===== src/rtl/seg7_scan_driver_if.sv =====
// Display-side signal bundle for the seven-segment scan driver: data/control
// from the datapath (master) and the scanned board outputs from the driver (slave).
interface seg7_scan_driver_if;
    logic [31:0] value;
    logic        load;
    logic        half_sel;
    logic        blank_lz;
    logic [3:0]  an;
    logic [6:0]  seg;
    logic        dp;
    logic        slot_tick;

    modport master (
        output value, load, half_sel, blank_lz,
        input  an, seg, dp, slot_tick
    );

    modport slave (
        input  value, load, half_sel, blank_lz,
        output an, seg, dp, slot_tick
    );
endinterface


===== src/rtl/seg7_scan_driver.sv =====
// Four-digit common-anode hex display scanner: shadows a 32-bit result, shows one
// 16-bit half, inserts an all-off guard at each slot start, optional leading-zero blanking.
module seg7_scan_driver #(
    parameter int DIV_W = 16,
    parameter int GUARD = 4
) (
    input  logic           clk,
    input  logic           reset,
    seg7_scan_driver_if.slave disp
);

    logic [DIV_W-1:0] cnt_reg, cnt_next;
    logic [1:0]       idx_reg, idx_next;
    logic [31:0]      shadow_reg, shadow_next;
    logic [3:0]       an_reg, an_next;
    logic [6:0]       seg_reg, seg_next;
    logic             dp_reg, dp_next;
    logic             tick_reg, tick_next;

    logic [15:0]      half_word;
    logic [3:0]       nibble [4];
    logic [3:0]       nib_zero;
    logic [3:0]       zero_from;
    logic [3:0]       cur_nib;
    logic             cur_blank;
    logic             guard_active;

    function automatic logic [6:0] hex_to_seg(input logic [3:0] n);
        logic [6:0] s;
        case (n)
            4'h0: s = 7'b1000000;
            4'h1: s = 7'b1111001;
            4'h2: s = 7'b0100100;
            4'h3: s = 7'b0110000;
            4'h4: s = 7'b0011001;
            4'h5: s = 7'b0010010;
            4'h6: s = 7'b0000010;
            4'h7: s = 7'b1111000;
            4'h8: s = 7'b0000000;
            4'h9: s = 7'b0010000;
            4'hA: s = 7'b0001000;
            4'hB: s = 7'b0000011;
            4'hC: s = 7'b1000110;
            4'hD: s = 7'b0100001;
            4'hE: s = 7'b0000110;
            default: s = 7'b0001110;
        endcase
        return s;
    endfunction

    assign half_word = disp.half_sel ? shadow_reg[31:16] : shadow_reg[15:0];

    // zero_from[k] is set when every nibble from position k up to 3 is zero,
    // which is exactly the leading-zero condition for digit k.
    genvar gi;
    generate
        for (gi = 0; gi < 4; gi++) begin : g_nib
            assign nibble[gi]   = half_word[4*gi +: 4];
            assign nib_zero[gi] = (half_word[4*gi +: 4] == 4'h0);
            if (gi == 3) begin : g_top
                assign zero_from[gi] = nib_zero[gi];
            end else begin : g_chain
                assign zero_from[gi] = nib_zero[gi] & zero_from[gi+1];
            end
        end
    endgenerate

    // A zero-length guard must never force the anodes off.
    generate
        if (GUARD == 0) begin : g_no_guard
            assign guard_active = 1'b0;
        end else begin : g_guard
            localparam logic [DIV_W-1:0] GUARD_CNT = DIV_W'(GUARD);
            assign guard_active = (cnt_reg < GUARD_CNT);
        end
    endgenerate

    assign cur_nib   = nibble[idx_reg];
    assign cur_blank = disp.blank_lz && (idx_reg != 2'd0) && zero_from[idx_reg];

    always_comb begin
        cnt_next    = cnt_reg + 1'b1;
        idx_next    = idx_reg;
        shadow_next = shadow_reg;
        tick_next   = 1'b0;
        an_next     = 4'b1111;
        seg_next    = 7'b1111111;
        dp_next     = 1'b1;

        if (cnt_reg == {DIV_W{1'b1}}) begin
            idx_next  = idx_reg + 2'd1;
            tick_next = 1'b1;
        end

        if (disp.load) begin
            shadow_next = disp.value;
        end

        if (!guard_active) begin
            an_next = ~(4'b0001 << idx_reg);
        end

        if (!cur_blank) begin
            seg_next = hex_to_seg(cur_nib);
            dp_next  = ~(disp.half_sel && (idx_reg == 2'd3));
        end
    end

    always_ff @(posedge clk or posedge reset) begin
        if (reset) begin
            cnt_reg    <= '0;
            idx_reg    <= 2'd0;
            shadow_reg <= 32'h0;
            an_reg     <= 4'b1111;
            seg_reg    <= 7'b1111111;
            dp_reg     <= 1'b1;
            tick_reg   <= 1'b0;
        end else begin
            cnt_reg    <= cnt_next;
            idx_reg    <= idx_next;
            shadow_reg <= shadow_next;
            an_reg     <= an_next;
            seg_reg    <= seg_next;
            dp_reg     <= dp_next;
            tick_reg   <= tick_next;
        end
    end

    assign disp.an        = an_reg;
    assign disp.seg       = seg_reg;
    assign disp.dp        = dp_reg;
    assign disp.slot_tick = tick_reg;

endmodule

===== src/flat_wrapper.sv =====
// flat-port wrapper written by rule: the top's interface ports become plain ports
module seg7_scan_driver_flat 
#(
    parameter int DIV_W = 16,
    parameter int GUARD = 4
)
  (clk, reset, disp_value, disp_load, disp_half_sel, disp_blank_lz, disp_an, disp_seg, disp_dp, disp_slot_tick);
  seg7_scan_driver_if disp_i ();
  input  logic clk;
  input  logic reset;
  input wire logic [$bits(disp_i.value)-1:0] disp_value;
  input wire logic [$bits(disp_i.load)-1:0] disp_load;
  input wire logic [$bits(disp_i.half_sel)-1:0] disp_half_sel;
  input wire logic [$bits(disp_i.blank_lz)-1:0] disp_blank_lz;
  output wire logic [$bits(disp_i.an)-1:0] disp_an;
  output wire logic [$bits(disp_i.seg)-1:0] disp_seg;
  output wire logic [$bits(disp_i.dp)-1:0] disp_dp;
  output wire logic [$bits(disp_i.slot_tick)-1:0] disp_slot_tick;
  assign disp_i.value = disp_value;
  assign disp_i.load = disp_load;
  assign disp_i.half_sel = disp_half_sel;
  assign disp_i.blank_lz = disp_blank_lz;
  assign disp_an = disp_i.an;
  assign disp_seg = disp_i.seg;
  assign disp_dp = disp_i.dp;
  assign disp_slot_tick = disp_i.slot_tick;
  seg7_scan_driver #(.DIV_W(DIV_W), .GUARD(GUARD)) u_core (.clk(clk), .reset(reset), .disp(disp_i));
endmodule

===== config.mk =====
export PLATFORM = sky130hd
export DESIGN_NAME = seg7_scan_driver_flat
export DESIGN_NICKNAME = d
export VERILOG_FILES = /design/src/rtl/seg7_scan_driver_if.sv /design/src/rtl/seg7_scan_driver.sv /design/src/flat_wrapper.sv
export SDC_FILE = /design/constraint.sdc
export NUM_CORES = 1
export LEC_CHECK = 0
export CAP_MARGIN = 15
export CORE_UTILIZATION = 25
export DETAILED_ROUTE_END_ITERATION = 6
export DONT_BUFFER_PORTS = 1
export GPL_ROUTABILITY_DRIVEN = 0
export SETUP_SLACK_MARGIN = 0.4
export SYNTH_ARGS = -nofsm -noshare
export SYNTH_HDL_FRONTEND = slang
export SYNTH_SLANG_ARGS = --single-unit

===== constraint.sdc =====
create_clock -name clk -period 3.5 [get_ports clk]
set_input_delay 0.35 -clock clk [delete_from_list [all_inputs] [get_ports clk]]
set_output_delay 0.35 -clock clk [all_outputs]
set_load 0.005 [all_outputs]

### Word level (Yosys, flattened, before mapping)

Memories as Yosys holds them, arrays and structs flattened.
Cells that the tools add are included.
Widths: inputs -> output; s select.

* output and inout bits: 13
* memories: 1
* memory bits (read-only): 112
* flip-flop bits (word level): 63

* add/sub/neg operators: 2
* equality and inequality tests: 2
* $lt $le $gt $ge: 3
* shifts and indexed selects: 1
* bitwise logic cells: 6
* reductions and logical operators: 8
* muxes and demuxes: 10

Memories
* (name not given): depth 16, bits a word 7, rd ports 1, clocked after memory_dff 0, write ports 0, RTL line seg7_scan_driver.sv:30 `case (n)`

Operators with widths (number)
* $add 16x1->16 const B: 1
* $eq 16x16->1 const B: 1
* $logic_not 4->1: 4
* $lt 16x3->1 const B: 1
* $mux 16: 1
* $mux 4: 3
* $bmux 4 s2: 1
* $mux 7: 1
* $not 4->4: 1
* $shl 1x2->4 const A: 1
* $and 1x1->1: 3
* $ge 3x3->1 const B: 1
* $logic_and 1x1->1: 3
* $lt 2x3->1 const B: 1
* $mux 1: 3
* $not 2->3: 1
* $add 2x1->2 const B: 1
* $bmux 1 s2: 1
* $eq 2x2->1 const B: 1
* $reduce_bool 2->1: 1
* $not 1->1: 1

### Longest topological paths before layout

* word-level depth: 9
* mapped depth: 9

### Worst setup path after synthesis

No wires, ideal clock.

* kind: reg2reg
* from: register u_core.idx_reg[0]
* to: register u_core.seg_reg[4] (netlist: u_core.disp.seg[4])
* buffers on the path: 1
* period minus slack after synthesis: 2.073 ns
* slack: 1.427 ns
* cell stages (with the launch flop): 9
* arrival: 1.981 ns
* path through: dfrtp_1 > buf_2 > mux4_2 > mux2i_4 > inv_2 > ha_1 > mux2_2 > nand2_1 > o211ai_1

* word-level cells in the longest chain between the ends: 6
* elaborated cells between the ends (all ways): 11

RTL lines
* start, declared: RTL line seg7_scan_driver.sv:13 `logic [1:0] idx_reg, idx_next;`
* start signal, assigned: RTL line seg7_scan_driver.sv:120 `idx_reg <= idx_next;`
* $not 2->3 (not written as such): RTL line seg7_scan_driver.sv:78 `assign cur_nib = nibble[idx_reg];`
* $bmux 4 s2: RTL line seg7_scan_driver.sv:78
* $mux 4 (not written as such) (2 in series): RTL line seg7_scan_driver.sv:78
* $mem_v2 16x7
* $mux 7 (*): RTL line seg7_scan_driver.sv:103 `if (!cur_blank) begin`
* net u_core.seg_next[4]: RTL line seg7_scan_driver.sv:16 `logic [6:0] seg_reg, seg_next;`
* end signal, assigned: RTL line seg7_scan_driver.sv:123 `seg_reg <= seg_next;`
* end, declared: RTL line seg7_scan_driver.sv:16

The timed path passes the listed nets; every way through them passes the cells marked *. The select of a mux whose other input is x is not followed.
A chain may end at the register's enable or synchronous reset.

### Worst setup path in the final report

* from: register u_core.idx_reg[0]
* to: register u_core.seg_reg[0] (netlist: u_core.disp.seg[0])

Same word-level chain as after synthesis.

==> qor.yml <==
run_status:
  status: "finished, final reports clean"
die:
  rows: 40
  die_w_um: 113
  start_util_pct: 25.5
  io-pin-count: 50
  dieHeight_um: 113
  core-area_um2: 12000
  dieArea_um2: 12700
worst_setup_path:
  cp.depth: 5
  r2r_end: "u_core.disp.seg[0]$_DFF_PP1_"
  cp_top_family: "multiplexers"
  worstSetupPathType: "reg2reg"
  critical_path_buf_inv_count: 0
  cpPeakStageDelay_ns: 0.74
  cp_slowest_cell: "mux2i_1"
  crit_path_start_kind: "register"
  worstPathMaxFanout: 11
  regToRegStartpoint: "u_core.idx_reg[0]$_DFFE_PP0P_"
  crit_end: "u_core.disp.seg[0]$_DFF_PP1_"
  crit_chain: "mux4_2 > mux2i_1 > nand2b_1 > o22ai_1 > o21ai_0"
  cp.required_ns: 3.74
  rr_worst_depth: 5
  critical_path_arrival_ns: 2.57
  cp-startpoint: "u_core.idx_reg[0]$_DFFE_PP0P_"
  end_kind: "register"
  r2r_setup_slack_ns: 1.17
clock_network:
  cts_tree: "yes"
  cts_buffers: 9
  clk_pin_slew_worst_paths_ns: 0.05
  clk_latency_ns: 0.32
  root_buffer: "clkbuf_16"
  clock_path_buffers: 2
  htree_levels: 3
  clock-sinks: 63
  cts_resized: 0
logic_synthesis:
  synth-compound-area-share_pct: 3.77
  synth.distinct_cells: 41
  synth_adder_area_share_pct: 4.50
  synthesis.area_um2: 3060
  yosysMostFrequentCell: "dfrtp_1"
  yosys.area.top_type: "dfrtp_1"
  yosys_warnings: 0
  ys_seq_area_share_pct: 52.1
  synth_area_per_cell_um2: 13.1
  synth_top_family_by_area: "multiplexers"
  async_flop_share_pct: 100
  ys.flop_type: "dfrtp_1"
  syn_nets: 282
  yosys-mux-area-fraction_pct: 23.5
  synthSimpleGateAreaFrac_pct: 9.34
  synthTopCellsByArea: "dfrtp_1, mux2_2, dfstp_2"
  synth_top_area_share_pct: 41.8
  ys_top_cells_by_count: "dfrtp_1, mux2_2, nand2_1"
  ys_ff_latch: 63
  synth_edf_count: 0
  synthXorXnorAreaFrac_pct: 4.30
  syn_inst: 234
placement:
  port-buffer-count: 0
  dp.cells: 374
  dp_slack_ns: 1.20
  placed_cell_area_um2: 3200
  hpwl_um: 4520
layout:
  num-fill-cells: 1178
  diodes: 0
  area_growth_pct: 17.5
  largest_reg_flops: 32
  finalNonFillerCells: 392
  fin_nets: 288
  finish.instance_area_um2: 3590
  drive_gt1_share_pct: 31.4
power_and_ir_drop:
  powerDensity_nw_per_um2: 571
  leakagePower_nw: 1.48
  vdd_drop_max_v: 0.000247
global_route:
  grt_pass1_vias: 1907
  grt_max_degree: 54
  grt_overflow: 0
  grt_pass1_wl_um: 10200
  track_usage_pct: 10.6
  grt_antenna_before_repair: 0
sta:
  setup_ws_ns: 1.17
  rsz0062_at_grt: "false"
  period_share_pct: 66.6
  worstMarginPinSlew_ns: 0.918
  hold_viol_final: 0
  slew-limit-headroom_pct: 37.0
  period_minus_slack_ns: 2.33
  fin_hold_ws_ns: 0.0969
  fin_worst_skew_ns: 0.00625
  drv_slew: 0
  tns_ns: 0
  finalSetupViolCount: 0
  max_freq_mhz: 429
hold_path:
  hold_path.class: "in2reg"
routing:
  final_antenna_net_count: 0
  dr.pass1.iters: 4
  finalWirelength_um: 6070
  drc: 0
  viasPerCell: 4.56
  dr_total_vias: 1789
  drt_iter0_markers: 39
  wire_per_inst_um: 15.5
run:
  max-cap-violations: 0
worst min-delay path by stage:
stage,from,endpoint,cells after the start
2_1_floorplan,u_core.cnt_reg[0]$_DFF_PP0_,u_core.cnt_reg[0]$_DFF_PP0_,1
3_3_place_gp,disp_half_sel,u_core.disp.dp$_DFF_PP1_,1
3_5_place_dp,disp_half_sel,u_core.disp.dp$_DFF_PP1_,1
4_1_cts,disp_half_sel,u_core.disp.dp$_DFF_PP1_,1
5_1_grt,disp_half_sel,u_core.disp.dp$_DFF_PP1_,1
6_report,disp_half_sel,u_core.disp.dp$_DFF_PP1_,1
per-stage QoR:
stage          utilization, %  power (W)
6_report                 30.0    0.00205
5_1_grt                  30.0    0.00214
4_1_cts                  29.8    0.00208
3_5_place_dp             26.8    0.00103
3_3_place_gp             26.8    0.00102
2_1_floorplan               -   0.000991
placed cells by master (no fill, tap or decap), drive strengths merged, types with 4 or more instances in the layout:
master  synthesis  routed
clkbuf          1      11
dfrtp          51      51
dfstp          12      12
ha             11      11
inv             8       8
mux2           35      35
mux2i          11      11
mux4            8       8
nand2          17      17
nand3          10      10
nor2           10      10
nor4            5       5
o21ai           5       5
xnor2          11      11
xor2            4       4
worst reg2reg max path, delay by kind of cell (launching register included):
family          cells  cell delay (ns)
compound gates      2             0.28
flops               1             0.60
mux                 2             1.12
simple gates        1             0.25
where the power goes:
group | switching (W) | internal [W] | leakage [nW]
clock | 0.000301 | 0.000733 | 0.176
combinational | 0.0000760 | 0.0000966 | 0.557
sequential | 0.0000430 | 0.000798 | 0.751
area by class of cell:
cell class	count	area (um^2)	area share, %
multi-input cells	154	1390	38.6
inverters	9	33.8	0.941
clock inverters	5	104	2.89
repair buffers	3	37.5	1.05
clock buffers	11	253	7.04
well taps	147	184	5.12
flip-flops and latches	63	1590	44.3
what timing repair did:
item                                   CTS  global route
setup buffers                            0             0
endpoints found under the hold margin    0            21
hold buffers                             0             1
cell families after synthesis:
family / count (synthesis)
muxes: 54
adders and majority gates: 11
and+or+nand+nor: 57
xor gates and xnor gates: 15
AOI/OAI and AO/OA: 17
buffers and inverters: 17
DFF: 63
per-layer routing:
layer  vias to the layer above  GRT usage [%]  wire length (um)
li1                        861              -                 -
met1                       869           14.1              2900
met2                        53           15.4              2700
met3                         6           4.91               426
met4                         0           2.93                42
met5                         -              0                 0
(Power assumes the default switching activity.)
